`src/rtl/alb_norm_stage_if.sv`:
```
// alb_norm_stage_if: upstream/downstream handshake bundle for the normalisation stage
interface alb_norm_stage_if #(
  parameter int WIDTH = 10,
  parameter int CNT_W = 4
);
  logic             in_valid;
  logic             in_ready;
  logic [WIDTH-1:0] in_f;
  logic [3:0]       in_flags;
  logic             in_norm_en;
  logic             out_valid;
  logic             out_ready;
  logic [WIDTH-1:0] out_f;
  logic [CNT_W-1:0] out_shift;
  logic [3:0]       out_flags;
  logic             out_zero;
  logic             busy;
  modport master (
    output in_valid, in_f, in_flags, in_norm_en, out_ready,
    input  in_ready, out_valid, out_f, out_shift, out_flags, out_zero, busy
  );
  modport slave (
    input  in_valid, in_f, in_flags, in_norm_en, out_ready,
    output in_ready, out_valid, out_f, out_shift, out_flags, out_zero, busy
  );
endinterface

```
`src/rtl/alb_norm_stage.sv`:
```
// alb_norm_stage: registered ALB result normaliser, one left shift per clock until MSB is set
module alb_norm_stage #(
  parameter int WIDTH = 10,
  parameter int CNT_W = 4
) (
  input logic clk,
  input logic rst,
  alb_norm_stage_if.slave bus
);
  typedef enum logic [1:0] {IDLE, SHIFT, DONE} state_t;
  state_t           state, nxt;
  logic [WIDTH-1:0] data;
  logic [CNT_W-1:0] cnt;
  logic [3:0]       flg;
  logic             zero;
  logic             acc;
  assign acc = (state == IDLE) && bus.in_valid;
  assign bus.in_ready  = (state == IDLE);
  assign bus.out_valid = (state == DONE);
  assign bus.busy      = (state != IDLE);
  assign bus.out_f     = data;
  assign bus.out_shift = cnt;
  assign bus.out_flags = flg;
  assign bus.out_zero  = zero;
  // next state: shift only non-zero results that are not yet normalised
  always_comb begin
    nxt = state;
    case (state)
      IDLE:    nxt = !bus.in_valid ? IDLE :
                     (bus.in_norm_en && bus.in_f != '0 && !bus.in_f[WIDTH-1]) ? SHIFT : DONE;
      SHIFT:   nxt = data[WIDTH-2] ? DONE : SHIFT;
      DONE:    nxt = bus.out_ready ? IDLE : DONE;
      default: nxt = IDLE;
    endcase
  end
  // state and result registers; capture on accept, shift while in SHIFT, hold otherwise
  always_ff @(posedge clk) begin
    if (rst) begin
      state <= IDLE;
      data  <= '0;
      cnt   <= '0;
      flg   <= '0;
      zero  <= 1'b0;
    end else begin
      state <= nxt;
      if (acc) begin
        data <= bus.in_f;
        cnt  <= '0;
        flg  <= bus.in_flags;
        zero <= (bus.in_f == '0);
      end else if (state == SHIFT) begin
        data <= {data[WIDTH-2:0], 1'b0};
        cnt  <= cnt + 1'b1;
      end
    end
  end
endmodule

```
`src/flat_wrapper.sv`:
```
// flat-port wrapper written by rule: the top's interface ports become plain ports
module alb_norm_stage_flat 
#(
  parameter int WIDTH = 10,
  parameter int CNT_W = 4
)
  (clk, rst, bus_in_valid, bus_in_f, bus_in_flags, bus_in_norm_en, bus_out_ready, bus_in_ready, bus_out_valid, bus_out_f, bus_out_shift, bus_out_flags, bus_out_zero, bus_busy);
  alb_norm_stage_if #(.WIDTH(WIDTH), .CNT_W(CNT_W)) bus_i ();
  input logic clk;
  input logic rst;
  input wire logic [$bits(bus_i.in_valid)-1:0] bus_in_valid;
  input wire logic [$bits(bus_i.in_f)-1:0] bus_in_f;
  input wire logic [$bits(bus_i.in_flags)-1:0] bus_in_flags;
  input wire logic [$bits(bus_i.in_norm_en)-1:0] bus_in_norm_en;
  input wire logic [$bits(bus_i.out_ready)-1:0] bus_out_ready;
  output wire logic [$bits(bus_i.in_ready)-1:0] bus_in_ready;
  output wire logic [$bits(bus_i.out_valid)-1:0] bus_out_valid;
  output wire logic [$bits(bus_i.out_f)-1:0] bus_out_f;
  output wire logic [$bits(bus_i.out_shift)-1:0] bus_out_shift;
  output wire logic [$bits(bus_i.out_flags)-1:0] bus_out_flags;
  output wire logic [$bits(bus_i.out_zero)-1:0] bus_out_zero;
  output wire logic [$bits(bus_i.busy)-1:0] bus_busy;
  assign bus_i.in_valid = bus_in_valid;
  assign bus_i.in_f = bus_in_f;
  assign bus_i.in_flags = bus_in_flags;
  assign bus_i.in_norm_en = bus_in_norm_en;
  assign bus_i.out_ready = bus_out_ready;
  assign bus_in_ready = bus_i.in_ready;
  assign bus_out_valid = bus_i.out_valid;
  assign bus_out_f = bus_i.out_f;
  assign bus_out_shift = bus_i.out_shift;
  assign bus_out_flags = bus_i.out_flags;
  assign bus_out_zero = bus_i.out_zero;
  assign bus_busy = bus_i.busy;
  alb_norm_stage #(.WIDTH(WIDTH), .CNT_W(CNT_W)) u_core (.clk(clk), .rst(rst), .bus(bus_i));
endmodule
```
`config.mk`:
```
export PLATFORM = sky130hd
export DESIGN_NAME = alb_norm_stage_flat
export DESIGN_NICKNAME = d
export VERILOG_FILES = /design/src/rtl/alb_norm_stage_if.sv /design/src/rtl/alb_norm_stage.sv /design/src/flat_wrapper.sv
export SDC_FILE = /design/constraint.sdc
export NUM_CORES = 1
export LEC_CHECK = 0
export ABC_AREA = 1
export CAP_MARGIN = 15
export CORE_ASPECT_RATIO = 1.25
export CORE_MARGIN = 10
export CORE_UTILIZATION = 58
export CTS_CLUSTER_SIZE = 12
export DETAILED_ROUTE_END_ITERATION = 10
export DONT_BUFFER_PORTS = 1
export PLACE_DENSITY = 0.74
export RECOVER_POWER = 50
export SYNTH_ARGS = -nofsm -noshare
export SYNTH_HDL_FRONTEND = slang
export SYNTH_SLANG_ARGS = --single-unit
```
`constraint.sdc`:
```
create_clock -name clk -period 2 [get_ports clk]
set_input_delay 0.5 -clock clk [delete_from_list [all_inputs] [get_ports clk]]
set_output_delay 0.5 -clock clk [all_outputs]
set_load 0.01 [all_outputs]
```
==> results of run 1 <==
-- stage by stage --
step | instance area, um^2 | setup WS, ns | power, mW
after floorplan | 1010 | 0.892 | 0.591
after global placement | 983 | 0.818 | 0.595
after detailed placement | 983 | 0.774 | 0.598
after CTS | 1010 | 0.492 | 0.802
after global routing | 997 | 0.300 | 0.830
final | 997 | 0.491 | 0.791
-- worst register-to-register path, cell delays in order (launching register included) --
cell	delay, ns
dfxtp_1	0.43
nor2_4	0.08
nand2_1	0.41
inv_6	0.14
nor2_8	0.18
nand2_1	0.07
a21oi_1	0.13
-- flip-flops by register name (all words and copies together), names as in the netlist --
signal                cells
u_core.state              2
u_core.bus.out_zero       1
u_core.bus.out_shift      4
u_core.bus.out_flags      4
u_core.bus.out_f         10
-- how the worst max path moves through the flow --
stage | end | cells past startpoint
after global placement | u_core.bus.out_f[2]$_SDFFE_PP0P_ | 6
after floorplan | bus_busy | 2
after CTS | bus_out_valid | 2
after global routing | u_core.bus.out_f[5]$_SDFFE_PP0P_ | 6
after detailed placement | u_core.bus.out_f[2]$_SDFFE_PP0P_ | 6
final | u_core.bus.out_f[9]$_SDFFE_PP0P_ | 6
-- area by class of cell --
cell class / instances / area share, %
tap: 18 / 2.26
multi-input combinational: 90 / 46.9
clock buffer: 3 / 2.26
inverter: 13 / 5.90
clock inverter: 1 / 0.502
sequential: 21 / 42.2
-- cells in the mapped netlist (all sizes together) --
| master | n | area, um^2 |
|---|---|---|
| clkbuf | 1 | 3.75 |
| a31oi | 5 | 31.3 |
| and3 | 1 | 6.26 |
| ha | 1 | 12.5 |
| nor2 | 21 | 105 |
| a21oi | 9 | 48.8 |
| or2 | 1 | 6.26 |
| nor3 | 1 | 10.0 |
| dfxtp | 21 | 420 |
| nand4 | 1 | 12.5 |
| o31ai | 1 | 7.51 |
| inv | 13 | 58.8 |
| nor3b | 1 | 12.5 |
| nand3 | 4 | 20.0 |
| a21o | 1 | 7.51 |
| o21ai | 11 | 58.8 |
| buf | 3 | 46.3 |
| nand2 | 32 | 143 |
-- routing by layer --
layer | wire [um] | track usage (%) | up-vias
li1 | - | - | 416
met1 | 841 | 11.9 | 375
met2 | 1120 | 19.1 | 25
met3 | 200 | 4.36 | 5
met4 | 43 | 6.18 | 0
met5 | 0 | 0 | -
-- power by group through the flow --
stage | sequential [mW] | combinational, mW | clock, mW
finish | 0.480 | 0.103 | 0.208
global route | 0.484 | 0.119 | 0.226
CTS | 0.481 | 0.108 | 0.212
detailed placement | 0.491 | 0.108 | 0
global placement | 0.490 | 0.104 | 0
floorplan | 0.483 | 0.109 | 0
-- cell families (layout without fill, tap and decap cells) --
logic type | count (synthesis) | count (layout) | share of synthesized area [%]
compound gates | 27 | 27 | 15.2
fa+ha+maj | 1 | 1 | 1.24
buf+inv | 17 | 17 | 10.8
flops | 21 | 21 | 41.6
simple gates | 62 | 62 | 31.2
==> results.toml, run 1 <==
[pwr]
power_leakage_nw = 0.420
p_sw_mw = 0.238
p_int_mw = 0.553
power_density_nw_per_um2 = 793
switching_share_pct = 30.1
seqPwrFrac_pct = 60.7
p_clk_share_pct = 26.4
ir_worst_vdd_mv = 0.554
pwr-share-comb_pct = 13.0

[setup_path]
critPathKind = "register to register"
critPathCaptureType = "register"
slowest_delay_ns = 0.43
start_kind = "register"
required_ns = 2.25
reg2reg_slack_ns = 0.49
r2r_start = "u_core.state[0]$_SDFF_PP0_"
path_delay_family = "simple AND/OR/NAND/NOR gates"
crit_fanout = 14
path_cells = "nor2_4, nand2_1, inv_6, nor2_8, nand2_1, a21oi_1"
ff2ff_path_depth = 6
crit_top_cell = "nand2_1"
critical_path_buf_inv_count = 1
critPathLaunch = "u_core.state[0]$_SDFF_PP0_"
critPathArrivalTime_ns = 1.76
crit_slowest_cell = "dfxtp_1"
r2r-end = "u_core.bus.out_f[9]$_SDFFE_PP0P_"

[timing]
finalCritPeriodShare_pct = 75.4
period_needed_ns = 1.51
hold_slack_ns = 0.235
fmax_mhz = 663
max_slew_margin_pct = 63.7
finalHoldViolCount = 0
fin_setup_tns_ns = 0
fin_skew_ns = 0.00723
grt_setup_unrepaired = "no"
slew_violations = 0
setup_viol = 0
worst_slew_pin_slew_ns = 0.544

[clock_tree]
cts_tree = "built"
root_buffer = "clkbuf_4"
cts_hold_buffers = 0
ctsHtreeMaxLevel = 1
postCtsResizedCells = 0
clock_latency_ns = 0.31
cts_buffers = 3
clock_sinks = 21
postCtsSetupRepairBufs = 0
clk_path_buf_depth = 2
clk_pin_slew_ns = 0.12

[global_route]
groute.usage.overall_pct = 11.4
overflow = 0
grt_pass1_vias = 791
grt_max_degree = 16
grt_pass1_wl_mm = 3.53
antenna_found_initial = 0

[final_layout]
fillers = 174
final_cells = 146
syn2layout_area_growth_pct = -1.36
register_area_um2 = 420
nNetsFinal = 149
drive_above_1_share_pct = 14.8
diodes = 0
multi_input_area_um2 = 468
layout_common_cells = "nand2_1, dfxtp_1, nor2_1, inv_1, a21oi_1"
final_common_cell = "nand2_1"
post-route-util_pct = 62.3

[synthesis]
avgSynthCellArea_um2 = 7.90
yosysUniqueCellTypes = 29
syn_area_um2 = 1010
ys_seq_elements = 21
syn_nets = 148
ys_warn_count = 0
postSynthCellCount = 128
ys_seq_area_share_pct = 41.6

[outcome]
run_status = "finished, final reports clean"

[drt]
drt_iter0_drc = 17
via_per_inst = 5.62
vias = 821
drc = 0
drtAntennaViolNets = 0
post_drt_wl_per_cell_um = 15.1
drtPass1Iterations = 4
drt-total-wl_mm = 2.21

[floorplan]
core_area_um2 = 1600
rows = 16
die_y_um = 66.7
start_util_pct = 63.1
die_area_um2 = 3820
dieWidth_um = 57.3
io_pins = 41

[place]
dp_cells = 142
dp_hpwl_mm = 1.76
place.gp.congestion = 0.770
io_buffers = 0

[min_path]
min_path_type = "input pin to register"
holdPathEnd = "u_core.bus.out_f[3]$_SDFFE_PP0P_"
holdPathStages = 1
hold_path_startpoint = "rst"

[flow_run]
max-cap-violations = 0
Power figures use the tool's default switching activity.
==> run 2, diff against run 1 <==
CORE_UTILIZATION = 54   (was 58)
PLACE_DENSITY = 0.72   (was 0.74)
clock period = 1.35 ns   (was 2 ns; I/O delays follow)
==> results.toml, run 2 (synthesis gave the netlist of run 1 again) <==
[outcome]
run_status = "finished, final reports clean"

[place]
dp_hpwl_mm = 1.80
io_buffers = 0
place.gp.congestion = 0.800
dp_cells = 144
dpl_cell_area_um2 = 992

[clock_tree]
clk_path_buf_depth = 2
clock_latency_ns = 0.30
ctsHtreeMaxLevel = 1
root_buffer = "clkbuf_4"
cts_tree = "built"
cts_buffers = 3
cts_hold_buffers = 0
clock_sinks = 21
clk_pin_slew_ns = 0.11

[timing]
slew_violations = 0
fin_skew_ns = 0.00401
max_slew_margin_pct = 83.6
finalCritPeriodShare_pct = 96.4
finalHoldViolCount = 0
worst_slew_pin_slew_ns = 0.246
period_needed_ns = 1.30
fmax_mhz = 768
setup_viol = 0

[final_layout]
nNetsFinal = 151
layout_common_cells = "nand2_1, dfxtp_1, nor2_1, inv_1, a21oi_1"
final_common_cell = "nand2_1"
diodes = 0
syn2layout_area_growth_pct = 2.60
final_cells = 149
largest_reg_flops = 10
stdcell_area_um2 = 1040
drive_above_1_share_pct = 20.0

[global_route]
grt_pass1_wl_mm = 3.91
grt_max_degree = 16
antenna_found_initial = 0
overflow = 0
grt_pass1_vias = 870
groute.usage.overall_pct = 12.2

[setup_path]
reg2reg_slack_ns = 0.13
required_ns = 1.01
crit_fanout = 3
r2r_start = "u_core.state[0]$_SDFF_PP0_"
critPathKind = "register to primary output"
critPathArrivalTime_ns = 0.96
cp-endpoint = "bus_busy"
ff2ff_path_depth = 7
start_kind = "register"
r2r-end = "u_core.bus.out_shift[3]$_SDFFE_PP0P_"
critPathLaunch = "u_core.state[0]$_SDFF_PP0_"
critPathCaptureType = "primary output"

[drt]
drtAntennaViolNets = 0
via_per_inst = 5.62
post_drt_wl_per_cell_um = 15.2
drt_iter0_drc = 20
drt-total-wl_mm = 2.27
drtPass1Iterations = 4
drc = 0
vias = 838

[pwr]
power_leakage_nw = 0.431
power_density_nw_per_um2 = 1140
ir_worst_vdd_mv = 0.814

[floorplan]
rows = 17
dieWidth_um = 58.7
die_area_um2 = 4010
io_pins = 41
die_y_um = 68.4
start_util_pct = 57.3
core_area_um2 = 1770

[flow_run]
max-cap-violations = 0

[min_path]
min_path_type = "input pin to register"
==> run 2: changes by cell type in the layout (fill, tap and decap cells not counted), sizes merged <==
cell    previous run  this run
clkinv             1         0
clkbuf             3         4
buf                0         2
==> run 2: critical path, cell delays in order, from the launching register on <==
cell	delay [ns]
dfxtp_4	0.37
nor2_4	0.12
buf_6	0.13
inv_4	0.04
==> run 2: layout make-up <==
type                            instances  area (um^2)
Inverter                               13         61.3
Clock buffer                            4         26.3
Sequential cell                        21          425
Fill cell                             172          728
Timing Repair Buffer                    2         18.8
Multi-Input combinational cell         90          482
Tap cell                               19         23.8
==> run 2: worst min-delay path by stage <==
stage / start / endpoint / slack, ns / cells after the start
3_5_place_dp: rst / u_core.state[0]$_SDFF_PP0_ / 0.41 / 1
4_1_cts: rst / u_core.state[0]$_SDFF_PP0_ / 0.07 / 1
3_3_place_gp: rst / u_core.state[0]$_SDFF_PP0_ / 0.40 / 1
6_report: rst / u_core.state[0]$_SDFF_PP0_ / 0.07 / 1
5_1_grt: rst / u_core.state[0]$_SDFF_PP0_ / 0.04 / 1
2_1_floorplan: rst / u_core.bus.out_f[3]$_SDFFE_PP0P_ / 0.41 / 1
==> run 2: layer usage <==
metal	global-route usage, %	routed length [um]	up-vias
met5	0	0	-
met4	6.90	34	0
met3	5.19	255	4
met2	21.5	1190	35
met1	11.8	785	378
li1	-	-	421
==> run 2: power breakdown <==
group          internal, mW  leakage [nW]  switching (mW)  total (mW)
registers             0.658         0.173          0.0524       0.710
logic                0.0620         0.243           0.110       0.172
clock network         0.115        0.0150           0.183       0.299
==> run 2: through the flow <==
step / setup TNS [ns] / util [%] / hold WS [ns] / power, mW / setup WS, ns
after floorplan: 0 / - / 0.407 / 0.876 / 0.264
after global placement: 0 / 56.2 / 0.405 / 0.886 / 0.188
after detailed placement: 0 / 56.2 / 0.405 / 0.894 / 0.140
after CTS: 0 / 58.5 / 0.0676 / 1.19 / 0.00241
after global routing: -0.000251 / 58.8 / 0.0388 / 1.26 / -0.000251
final: 0 / 58.8 / 0.0713 / 1.18 / 0.0486
==> run 2: timing repair <==
action,in CTS,in global routing
buffers inserted,1,0
resized for setup,3,3
pin swaps,0,1
endpoints found under the setup margin,1,2
gates cloned,0,0
==> run 3, diff against run 2 <==
CAP_MARGIN = 40   (was 15)
CORE_UTILIZATION = 50   (was 54)
PLACE_DENSITY = 0.68   (was 0.72)
==> results.toml, run 3 (synthesis gave the netlist of run 1 again) <==
[setup_path]
critPathArrivalTime_ns = 0.94
required_ns = 1.01
crit_fanout = 3
critPathCaptureType = "primary output"
critPathKind = "register to primary output"
start_kind = "register"

[global_route]
grt_pass1_wl_mm = 3.65
groute.usage.overall_pct = 11.1
grt_pass1_vias = 753
grt_max_degree = 16
overflow = 0
antenna_found_initial = 0

[clock_tree]
postCtsSetupRepairBufs = 0
cts_tree = "built"
clk_pin_slew_ns = 0.12
clk_path_buf_depth = 2
root_buffer = "clkbuf_4"
clock_latency_ns = 0.32
clock_sinks = 21
ctsHtreeMaxLevel = 1
cts_buffers = 3

[place]
dp_hpwl_mm = 1.77
io_buffers = 0
place.gp.congestion = 0.695
place_ws_ns = 0.126
dp_cells = 144

[drt]
drc = 0
via_per_inst = 5.34
drtAntennaViolNets = 0
post_drt_wl_per_cell_um = 15.4
drtPass1Iterations = 4
drt_iter0_drc = 16
drt-total-wl_mm = 2.28
vias = 791

[timing]
max_slew_margin_pct = 84.1
timing.final.ws_setup_ns = 0.0711
slew_violations = 0
finalHoldViolCount = 0
fin_skew_ns = 0.00944
worst_slew_pin_slew_ns = 0.238
finalCritPeriodShare_pct = 94.7
hold_slack_ns = 0.0660
period_needed_ns = 1.28
fmax_mhz = 782
grt_setup_unrepaired = "no"
setup_viol = 0

[pwr]
p_int_mw = 0.824
ir_worst_vdd_mv = 0.683
pwr-share-comb_pct = 13.4
power_density_nw_per_um2 = 1160
switching_share_pct = 30.2
p_clk_share_pct = 26.4
power_mw = 1.18
seqPwrFrac_pct = 60.3
power_leakage_nw = 0.423
p_sw_mw = 0.357

[final_layout]
largest_reg_flops = 10
drive_above_1_share_pct = 18.8
syn2layout_area_growth_pct = 0.495
nNetsFinal = 149
fillers = 194
final_cells = 148
diodes = 0
layout_common_cells = "nand2_1, dfxtp_1, nor2_1, inv_1, a21oi_1"
final_common_cell = "nand2_1"

[flow_run]
max-cap-violations = 0

[outcome]
run_status = "finished, final reports clean"

[floorplan]
io_pins = 41
start_util_pct = 51.6
dieWidth_um = 60.2
core_area_um2 = 1960
rows = 18
die_area_um2 = 4230
die_y_um = 70.3

[min_path]
min_path_type = "input pin to register"
[run 3: cell type report]
type | instances | area [um^2] | share of cell area (%)
clock buffers | 3 | 22.5 | 2.22
well taps | 20 | 25.0 | 2.46
multi-input cells | 90 | 482 | 47.4
flip-flops and latches | 21 | 423 | 41.6
clock inverters | 1 | 5.00 | 0.493
inverters | 13 | 58.8 | 5.79
[run 3: worst paths after layout]
path	start	endpoint	slack (ns)	cells after the start
worst min-delay path	rst	u_core.bus.out_f[3]$_SDFFE_PP0P_	0.07	1
worst max register to register	u_core.state[1]$_SDFF_PP0_	u_core.bus.out_shift[3]$_SDFFE_PP0P_	0.12	7
worst min register to register	u_core.bus.out_f[9]$_SDFFE_PP0P_	u_core.bus.out_f[9]$_SDFFE_PP0P_	0.53	2
worst max-delay path	u_core.state[1]$_SDFF_PP0_	bus_busy	0.07	2
[run 3: routing by layer]
| metal | up-vias | GRT usage (%) | routed length [um] |
|---|---|---|---|
| met5 | - | 0 | 0 |
| met4 | 0 | 5.25 | 52 |
| met3 | 5 | 5.61 | 232 |
| met2 | 25 | 17.1 | 1130 |
| met1 | 347 | 12.2 | 868 |
| li1 | 414 | - | - |
[run 3: per-stage QoR]
stage               instance area, um^2  util [%]  setup TNS, ns
finish                             1020      51.9              0
floorplan                          1010         -              0
detailed placement                  986      50.3              0
global route                       1020      51.9              0
global placement                    986      50.3              0
CTS                                1010      51.7       -0.00150
[run 3: power groups by stage]
stage / clock (mW) / combinational (mW) / sequential, mW
6_report: 0.311 / 0.158 / 0.712
5_1_grt: 0.349 / 0.180 / 0.719
4_1_cts: 0.321 / 0.160 / 0.713
3_5_place_dp: 0 / 0.160 / 0.727
3_3_place_gp: 0 / 0.156 / 0.727
2_1_floorplan: 0 / 0.161 / 0.715
[run 3: critical path: stages (launching register included)]
cell	delay, ns
dfxtp_2	0.35
nor2_4	0.18
inv_1	0.10
[run 3: timing repair]
item / in CTS / in global routing
setup endpoints to repair: 1 / 4
hold buffers: 0 / 0
pin swaps: 0 / 1
resized for setup: 0 / 3
